## src/rtl/dispatch_nway.sv

```systemverilog
// N-wide dispatch: accepts an in-order prefix of renamed lanes within ROB/SQ/IQ space,
// stamps ROB/SQ indices from owned enqueue pointers, and holds the group for IQ/ROB/SQ.
module dispatch_nway #(
  parameter int WIDTH     = 2,
  parameter int PAYLOAD_W = 256,
  parameter int ROB_LOG   = 6,
  parameter int SQ_LOG    = 4,
  parameter int IQ_CNT_W  = 5
) (
  input  logic                         clock,
  input  logic                         reset,
  input  logic [WIDTH-1:0]             in_valid,
  output logic [WIDTH-1:0]             in_ready,
  input  logic [WIDTH*PAYLOAD_W-1:0]   in_payload,
  input  logic [WIDTH-1:0]             in_is_store,
  input  logic [ROB_LOG:0]             rob_free_cnt,
  input  logic [SQ_LOG:0]              sq_free_cnt,
  input  logic [IQ_CNT_W-1:0]          iq_free_cnt,
  input  logic                         rob_walk_busy,
  output logic [WIDTH-1:0]             out_valid,
  input  logic                         out_ready,
  output logic [WIDTH*PAYLOAD_W-1:0]   out_payload,
  output logic [WIDTH-1:0]             out_is_store,
  output logic [WIDTH*ROB_LOG-1:0]     out_robidx,
  output logic [WIDTH-1:0]             out_robidx_flag,
  output logic [WIDTH*SQ_LOG-1:0]      out_sqidx,
  output logic [WIDTH-1:0]             out_sqidx_flag,
  input  logic                         flush_valid,
  input  logic [ROB_LOG-1:0]           flush_robidx,
  input  logic                         flush_robidx_flag,
  input  logic [SQ_LOG-1:0]            flush_sqidx,
  input  logic                         flush_sqidx_flag
);

  localparam int CW = 16;
  localparam int HW = 3;

  logic [WIDTH-1:0]           out_valid_q, out_valid_d;
  logic [WIDTH*PAYLOAD_W-1:0] out_payload_q, out_payload_d;
  logic [WIDTH-1:0]           out_is_store_q, out_is_store_d;
  logic [WIDTH*ROB_LOG-1:0]   out_robidx_q, out_robidx_d;
  logic [WIDTH-1:0]           out_robidx_flag_q, out_robidx_flag_d;
  logic [WIDTH*SQ_LOG-1:0]    out_sqidx_q, out_sqidx_d;
  logic [WIDTH-1:0]           out_sqidx_flag_q, out_sqidx_flag_d;
  logic [ROB_LOG:0]           rob_ptr_q, rob_ptr_d;
  logic [SQ_LOG:0]            sq_ptr_q, sq_ptr_d;
  logic [HW-1:0]              held_n_q, held_n_d, held_st_q, held_st_d;

  logic [CW-1:0]              e_rob_s, e_iq_s, e_sq_s;
  logic                       can_load_s;
  logic [WIDTH-1:0]           ready_s;
  logic                       fire_s;

  function automatic logic [CW-1:0] sat_sub(input logic [CW-1:0] a, input logic [CW-1:0] b);
    if (a > b) return a - b;
    else       return {CW{1'b0}};
  endfunction

  // Free space seen by this stage: the held group still occupies downstream slots.
  always_comb begin
    e_rob_s    = sat_sub(CW'(rob_free_cnt), CW'(held_n_q));
    e_iq_s     = sat_sub(CW'(iq_free_cnt),  CW'(held_n_q));
    e_sq_s     = sat_sub(CW'(sq_free_cnt),  CW'(held_st_q));
    can_load_s = ~reset & ~flush_valid & ~rob_walk_busy & (~|out_valid_q | out_ready);
  end

  // Prefix acceptance: each lane needs its predecessor plus room for itself.
  always_comb begin : accept
    logic          lane_ok;
    logic [CW-1:0] st_seen;
    ready_s = {WIDTH{1'b0}};
    lane_ok = can_load_s;
    st_seen = {CW{1'b0}};
    for (int i = 0; i < WIDTH; i++) begin
      st_seen = st_seen + CW'(in_is_store[i]);
      if (lane_ok && in_valid[i] && (CW'(i + 1) <= e_rob_s) && (CW'(i + 1) <= e_iq_s)
          && (st_seen <= e_sq_s)) begin
        ready_s[i] = 1'b1;
      end else begin
        ready_s[i] = 1'b0;
      end
      lane_ok = ready_s[i];
    end
  end

  assign fire_s   = |ready_s;
  assign in_ready = ready_s;

  // Next-state: flush beats load, load beats drain; stamps walk the pointers lane by lane.
  always_comb begin : next_state
    logic [ROB_LOG:0] rob_stamp;
    logic [SQ_LOG:0]  sq_stamp;
    logic [HW-1:0]    n_acc, n_st;
    out_valid_d       = out_valid_q;
    out_payload_d     = out_payload_q;
    out_is_store_d    = out_is_store_q;
    out_robidx_d      = out_robidx_q;
    out_robidx_flag_d = out_robidx_flag_q;
    out_sqidx_d       = out_sqidx_q;
    out_sqidx_flag_d  = out_sqidx_flag_q;
    rob_ptr_d         = rob_ptr_q;
    sq_ptr_d          = sq_ptr_q;
    held_n_d          = held_n_q;
    held_st_d         = held_st_q;
    rob_stamp         = rob_ptr_q;
    sq_stamp          = sq_ptr_q;
    n_acc             = {HW{1'b0}};
    n_st              = {HW{1'b0}};
    if (flush_valid) begin
      out_valid_d = {WIDTH{1'b0}};
      held_n_d    = {HW{1'b0}};
      held_st_d   = {HW{1'b0}};
      rob_ptr_d   = {flush_robidx_flag, flush_robidx} + {{ROB_LOG{1'b0}}, 1'b1};
      sq_ptr_d    = {flush_sqidx_flag, flush_sqidx};
    end else if (fire_s) begin
      for (int i = 0; i < WIDTH; i++) begin
        out_payload_d[i*PAYLOAD_W +: PAYLOAD_W] = in_payload[i*PAYLOAD_W +: PAYLOAD_W];
        out_is_store_d[i]                     = in_is_store[i];
        out_robidx_d[i*ROB_LOG +: ROB_LOG]    = rob_stamp[ROB_LOG-1:0];
        out_robidx_flag_d[i]                  = rob_stamp[ROB_LOG];
        out_sqidx_d[i*SQ_LOG +: SQ_LOG]       = sq_stamp[SQ_LOG-1:0];
        out_sqidx_flag_d[i]                   = sq_stamp[SQ_LOG];
        if (ready_s[i]) begin
          rob_stamp = rob_stamp + {{ROB_LOG{1'b0}}, 1'b1};
          n_acc     = n_acc + {{(HW-1){1'b0}}, 1'b1};
          if (in_is_store[i]) begin
            sq_stamp = sq_stamp + {{SQ_LOG{1'b0}}, 1'b1};
            n_st     = n_st + {{(HW-1){1'b0}}, 1'b1};
          end else begin
            sq_stamp = sq_stamp;
          end
        end else begin
          rob_stamp = rob_stamp;
        end
      end
      out_valid_d = ready_s;
      held_n_d    = n_acc;
      held_st_d   = n_st;
      rob_ptr_d   = rob_stamp;
      sq_ptr_d    = sq_stamp;
    end else if (out_ready) begin
      out_valid_d = {WIDTH{1'b0}};
      held_n_d    = {HW{1'b0}};
      held_st_d   = {HW{1'b0}};
    end else begin
      out_valid_d = out_valid_q;
    end
  end

  // State and output registers with synchronous reset.
  always_ff @(posedge clock) begin
    if (reset) begin
      out_valid_q       <= {WIDTH{1'b0}};
      out_payload_q     <= {(WIDTH*PAYLOAD_W){1'b0}};
      out_is_store_q    <= {WIDTH{1'b0}};
      out_robidx_q      <= {(WIDTH*ROB_LOG){1'b0}};
      out_robidx_flag_q <= {WIDTH{1'b0}};
      out_sqidx_q       <= {(WIDTH*SQ_LOG){1'b0}};
      out_sqidx_flag_q  <= {WIDTH{1'b0}};
      rob_ptr_q         <= {(ROB_LOG+1){1'b0}};
      sq_ptr_q          <= {(SQ_LOG+1){1'b0}};
      held_n_q          <= {HW{1'b0}};
      held_st_q         <= {HW{1'b0}};
    end else begin
      out_valid_q       <= out_valid_d;
      out_payload_q     <= out_payload_d;
      out_is_store_q    <= out_is_store_d;
      out_robidx_q      <= out_robidx_d;
      out_robidx_flag_q <= out_robidx_flag_d;
      out_sqidx_q       <= out_sqidx_d;
      out_sqidx_flag_q  <= out_sqidx_flag_d;
      rob_ptr_q         <= rob_ptr_d;
      sq_ptr_q          <= sq_ptr_d;
      held_n_q          <= held_n_d;
      held_st_q         <= held_st_d;
    end
  end

  assign out_valid       = out_valid_q;
  assign out_payload     = out_payload_q;
  assign out_is_store    = out_is_store_q;
  assign out_robidx      = out_robidx_q;
  assign out_robidx_flag = out_robidx_flag_q;
  assign out_sqidx       = out_sqidx_q;
  assign out_sqidx_flag  = out_sqidx_flag_q;

endmodule
```

## config.mk

```make
export PLATFORM = sky130hd
export DESIGN_NAME = dispatch_nway
export DESIGN_NICKNAME = d
export VERILOG_FILES = /design/src/rtl/dispatch_nway.sv
export SDC_FILE = /design/constraint.sdc
export NUM_CORES = 1
export LEC_CHECK = 0
export ABC_CLOCK_PERIOD_IN_PS = 7000
export BUFFER_PORTS_ARGS = -buffer_cell sky130_fd_sc_hd__buf_2
export CORE_AREA = 2 2 424 426
export DETAILED_ROUTE_END_ITERATION = 7
export DIE_AREA = 0 0 426 428
export PLACE_DENSITY = 0.3
export SLEW_MARGIN = 20
export SYNTH_ARGS = -nofsm -noshare
export SYNTH_HDL_FRONTEND = slang
export SYNTH_SLANG_ARGS = --single-unit
```

## constraint.sdc

```tcl
create_clock -name clock -period 7 [get_ports clock]
set_input_delay 1.05 -clock clock [delete_from_list [all_inputs] [get_ports clock]]
set_output_delay 1.05 -clock clock [all_outputs]
set_load 0.02 [all_outputs]
```

== Yosys cells after proc, flatten, opt, wreduce, memory -nomap -nowiden ==
Index checks and enable logic that the tools add are counted.

* Bits in registers: 558
* Bits of input ports: 550
* Output and inout port bits: 542
* Word-level logic and storage cells: 87

* $add $sub $neg: 11
* Order comparisons: 9
* Mux-type cells: 34
* Bitwise operators: 7
* Reductions and logical operators: 15

{| class="wikitable"
|+ Operators with widths
! kind !! number
|-
| two-way mux 16 bit || 3
|-
| two-way mux 7 bit || 6
|-
| two-way mux 5 bit || 8
|-
| <= comparator 1 x 16 -> 1 bit, first input constant || 2
|-
| <= comparator 2 x 16 -> 1 bit, first input constant || 2
|-
| two-way mux 3 bit || 10
|-
| adder 7 x 1 -> 7 bit, second input constant || 3
|-
| <= comparator 1 x 16 -> 1 bit || 1
|-
| <= comparator 2 x 16 -> 1 bit || 1
|-
| subtractor 5 x 3 -> 6 bit || 2
|-
| adder 5 x 1 -> 5 bit, second input constant || 2
|-
| greater-than comparator 5 x 3 -> 1 bit || 2
|-
| logical AND 1 bit || 8
|-
| subtractor 7 x 3 -> 8 bit || 1
|-
| greater-than comparator 7 x 3 -> 1 bit || 1
|-
| adder 3 x 1 -> 3 bit, second input constant || 2
|-
| OR reduction 2 bit || 3
|-
| two-way mux 1 bit || 5
|-
| two-way mux 2 bit || 2
|-
| nonzero test 2 bit || 2
|-
| AND 1 bit || 3
|-
| inverter 1 bit || 3
|-
| adder 1 x 1 -> 2 bit || 1
|-
| AND reduction 2 bit || 1
|-
| other kinds (2) || 2
|}

== Longest topological paths before layout ==
* Depth in word-level cells: 22
* Gate-level depth with buffers: 22
* Mapped depth without buffers: 21

== Worst setup path after synthesis ==
Ideal clock, no wire load.

* Path kind: input to register
* Start point: in sq_free_cnt[0]
* End point: reg out_payload_q[100] (netlist: out_payload[100])
* Library setup time: 0.070 ns
* Data arrival time: 4.672 ns
* Data required time: 6.930 ns
* Setup slack: 2.258 ns
* Stages: 21
* Path buffers: 4
* Cells stage by stage: inv_1 ha_1 inv_1 fa_1 a21boi_0 nor4_1 nor2_1 ha_1 nor2_1 nand2_1 o21ai_2 a211oi_2 buf_2 inv_1 ha_1 nor2_1 clkbuf_1 clkbuf_1 buf_1 nand2_1 a21oi_1

* Cells in the longest elaborated chain, start to end: 12
* Elaborated cells between the ends (all ways): 14
* Classes of those cells: 1 x add/sub; 3 x order compare; 3 x mux; 7 x reduce/logical

{| class="wikitable"
|+ RTL lines
! element !! line !! RTL
|-
| start: declaration || 17 || <nowiki>input logic [SQ_LOG:0] sq_free_cnt,</nowiki>
|-
| subtractor 5 x 3 -> 6 bit / greater-than comparator 5 x 3 -> 1 bit (equally long branches) || 55 || <nowiki>if (a > b) return a - b;</nowiki>
|-
| two-way mux 16 bit * || 55 ||
|-
| <= comparator 1 x 16 -> 1 bit * || 77 || <nowiki>&& (st_seen <= e_sq_s)) begin</nowiki>
|-
| logical AND 1 bit * || 77 ||
|-
| two-way mux 1 bit * || 76 || <nowiki>if (lane_ok && in_valid[i] && (CW'(i + 1) <= e_rob_s) && (CW'(i + 1) <= e_iq_s)</nowiki>
|-
| net in_ready[0] || 13 || <nowiki>output logic [WIDTH-1:0] in_ready,</nowiki>
|-
| logical AND 1 bit (3 in a row) || 76 ||
|-
| logical AND 1 bit || 77 ||
|-
| two-way mux 1 bit || 76 ||
|-
| OR reduction 2 bit * || 86 || <nowiki>assign fire_s = |ready_s;</nowiki>
|-
| AND reduction 2 bit (no source line) * || n/a ||
|-
| end signal: assignment || 154 || <nowiki>out_payload_q <= {(WIDTH*PAYLOAD_W){1'b0}};</nowiki>
|-
| end signal: assignment || 166 || <nowiki>out_payload_q <= out_payload_d;</nowiki>
|-
| end: declaration || 39 || <nowiki>logic [WIDTH*PAYLOAD_W-1:0] out_payload_q, out_payload_d;</nowiki>
|}

The timed path passes the listed nets; every way through them passes the cells marked *.
A chain may end at the register's enable or synchronous reset.

== Worst setup path in the final report ==
* Start point: in sq_free_cnt[0]
* End point: reg sq_ptr_q[4]

* Cells in the longest elaborated chain, start to end: 13
* Elaborated cells between the ends (all ways): 22
* Classes of those cells: 2 x add/sub; 3 x order compare; 10 x mux; 7 x reduce/logical

{| class="wikitable"
|+ RTL lines
! element !! line !! RTL
|-
| subtractor 5 x 3 -> 6 bit / greater-than comparator 5 x 3 -> 1 bit (equally long branches) || 55 ||
|-
| two-way mux 16 bit * || 55 ||
|-
| <= comparator 1 x 16 -> 1 bit || 77 ||
|-
| logical AND 1 bit || 77 ||
|-
| two-way mux 1 bit || 76 ||
|-
| two-way mux 5 bit / logical AND 1 bit (equally long branches) || 123, 76 ||
|-
| two-way mux 5 bit / logical AND 1 bit (equally long branches) || 115, 76 ||
|-
| two-way mux 5 bit / logical AND 1 bit (equally long branches) || 109, 76 ||
|-
| adder 5 x 1 -> 5 bit / logical AND 1 bit (equally long branches) || 127, 77 ||
|-
| two-way mux 5 bit / two-way mux 1 bit (equally long branches) || 126, 76 ||
|-
| two-way mux 5 bit || 123 || <nowiki>if (ready_s[i]) begin</nowiki>
|-
| two-way mux 5 bit || 115 || <nowiki>end else if (fire_s) begin</nowiki>
|-
| two-way mux 5 bit || 109 || <nowiki>if (flush_valid) begin</nowiki>
|-
| end signal: assignment || 161 || <nowiki>sq_ptr_q <= {(SQ_LOG+1){1'b0}};</nowiki>
|-
| end signal: assignment || 173 || <nowiki>sq_ptr_q <= sq_ptr_d;</nowiki>
|-
| end: declaration || 46 || <nowiki>logic [SQ_LOG:0] sq_ptr_q, sq_ptr_d;</nowiki>
|}

Every way passes the cells marked *; elsewhere a longest branch is shown, timed or not. The select of a mux whose other input is x is not followed.

==> flow_summary.yaml <==
clock_network:
  cts_root_buf: "clkbuf_16"
  clk_transition_reported_paths_ps: 60
  cts_tree: "yes"
  htreeDepth: 3
  worstSkewPairLatency_ps: 700
  postCtsSetupRepairBufs: 0
  cts.path.max_buffers: 3
  cts_resized: 0
  cts_sinks: 556
  ctsHoldBuffers: 0
  numCtsBuffers: 76
timing:
  finalSetupViolCount: 0
  min_period_over_period: 0.729
  worst_slew_margin_rel: 0.366
  worst_pin_slew_ps: 927
  hold_viol: 0
  period_needed_ps: 5110
  rsz0062_at_grt: "false"
  slew_violations: 0
  clock.fmax_mhz: 196
  clock_skew_ps: 18.6
  whs_ps: 449
  tns_ps: 0
placement:
  dp_cells: 5909
  gp_congestion: 0.887
  portBuffers: 1091
  dpl.hpwl_microns: 86800
global_routing:
  met2_usage: 0.198
  grt_pass1_wl_microns: 159000
  grt_usage: 0.120
  use_met3: 0.0424
  busiest_layer: "met2"
  grt_overflow: 0
  use_met1: 0.143
  grt_pass1_vias: 20800
  grt_max_degree: 115
  antenna_found_initial: 27
critical_path:
  cp-start-kind: "input port"
  worstPathArrival_ps: 5710
  r2r_cells: 19
  startpoint: "sq_free_cnt[0]"
  path_class: "in -> reg"
  worstPathMaxFanout: 62
  cp-end-kind: "register"
  r2r-start: "held_st_q[0]"
  required_ps: 7600
finish:
  fin_util: 0.175
  n_fill_cell: 20600
  drive_above_1_share: 0.342
  finalNetCount: 4202
  multi_input_area_sq_um: 8460
  fin_cells: 6054
  regArea_sq_um: 11100
  area_delta_synth_final_pct: 52.3
floorplan:
  chipWidth_microns: 426
  chipHeight_microns: 428
  fp.dieArea_sq_um: 182000
  start_util: 0.115
  ios: 1092
  core_sq_um: 178000
  rows: 155
worst_hold_path:
  min-delay-start: "out_payload[163]"
  hold_path_depth: 2
  hp-class: "reg -> reg"
drt:
  routed_wire_length_per_instance_microns: 18.9
  drcViolationCount: 0
  ant_nets: 0
  dr.pass1.iters: 5
  wirelength_microns: 115000
  drtIter0Drc: 1244
  viasPerCell: 3.55
  vias: 21500
pwr:
  p_per_area_nw_per_um2: 255
  leakagePower_nw: 13.0
  p_sw_frac: 0.262
  seqPwrFrac: 0.412
  p_int_mw: 5.86
  p_total_mw: 7.94
  p_sw_mw: 2.08
  clkPwrFrac: 0.511
  ir_worst_vdd_mv: 0.163
  comb_power_share: 0.077
synthesis:
  synth_ff_type: "dfxtp_1"
  syn_area_sq_um: 20400
  ys_seq_elements: 556
  synth_cell_type_count: 65
  async_flop_share: 0
  syn_inst: 2619
  synth-edff-count: 0
  ys_warn_count: 0
  avgSynthCellArea_sq_um: 7.79
  yosysSeqAreaShare: 0.545
  syn-num-nets: 3189
status:
  status: "finished clean"
flow_run:
  max_cap_violations: 0
==> area by class of cell <==
type	instances	area share
diodes	12	0.000966
repair buffers	1129	0.190
well taps	2355	0.0948
inverters	25	0.00302
clock inverters	20	0.00986
multi-input cells	1844	0.272
flip-flops and latches	556	0.358
clock buffers	113	0.0718
==> flip-flops by register name (all words and copies together), names as in the netlist, 5 cells and up <==
register,cells
sq_ptr_q,5
out_sqidx,8
out_payload,512
out_robidx,12
rob_ptr_q,7
==> per-stage QoR <==
| stage | instance area, sq um | setup WS (ps) |
|---|---|---|
| finish | 31100 | 1890 |
| global route | 31100 | 1490 |
| CTS | 31100 | 1880 |
| detailed placement | 28500 | 1070 |
| global placement | 28500 | 1110 |
| floorplan | 20400 | 2260 |
==> synth_stat cells (9+ instances only) <==
| cell | count | share of area |
|---|---|---|
| a211oi_1 | 11 | 0.0040 |
| clkbuf_1 | 180 | 0.033 |
| a21oi_1 | 545 | 0.13 |
| xnor2_1 | 14 | 0.0060 |
| ha_1 | 17 | 0.010 |
| nor2_1 | 43 | 0.0079 |
| inv_1 | 23 | 0.0042 |
| nor3_1 | 12 | 0.0029 |
| nand2_1 | 1075 | 0.20 |
| dfxtp_1 | 556 | 0.55 |
| xor2_1 | 11 | 0.0047 |
| buf_1 | 9 | 0.0017 |
| nand3_1 | 13 | 0.0032 |
| o21ai_0 | 13 | 0.0032 |
==> cell families after synthesis <==
family / share of synthesized area
mux: 0.00405
compound gates: 0.160
flops: 0.545
buf+inv: 0.0411
simple gates: 0.226
fa+ha+maj: 0.0134
xor+xnor: 0.0107
==> power groups by stage <==
stage	Combinational [mW]	Clock, mW	Sequential [mW]
final	0.612	4.06	3.27
after floorplan	0.205	0	3.40
after global routing	0.667	4.36	3.27
after detailed placement	0.619	0	3.34
after CTS	0.621	4.26	3.27
after global placement	0.621	0	3.34
==> cell usage in the layout, fill, tap and decap left out, types with 7 or more instances in the layout <==
cell type and n:
a211oi_1 11, a21oi_1 545, buf_12 11, buf_2 1090, buf_4 27, clkbuf_1 20
clkbuf_16 78, clkbuf_8 15, clkinv_2 7, dfxtp_1 556, diode_2 12, ha_1 17
inv_1 23, nand2_1 1074, nand3_1 13, nor2_1 42, nor3_1 12, o21ai_0 13
xnor2_1 14, xor2_1 11
==> worst max-delay path: stages <==
cell      delay [ps]
buf_2            100
inv_1             90
ha_1             190
inv_1             60
fa_1             390
a21boi_0         160
o41ai_1          400
ha_1             320
nor2b_1          130
o21ai_0          150
o221ai_1         240
nor4_2           200
buf_4            230
inv_2             90
ha_1             340
buf_4            260
nor2_4           250
buf_4            630
and3_1           260
mux2i_1           70
o31ai_1           70
==> final timing paths <==
check | slack [ps] | to
min | 450 | out_payload[163]
min reg2reg | 450 | out_payload[163]
max | 1890 | sq_ptr_q[4]
max reg2reg | 2040 | sq_ptr_q[4]
==> layer usage <==
| metal | wire, microns | part of all wire |
|---|---|---|
| met1 | 47600 | 0.42 |
| met2 | 54600 | 0.48 |
| met3 | 9380 | 0.082 |
| met4 | 2910 | 0.025 |
| met5 | 90 | 0.00079 |
Power figures use the tool's default switching activity.
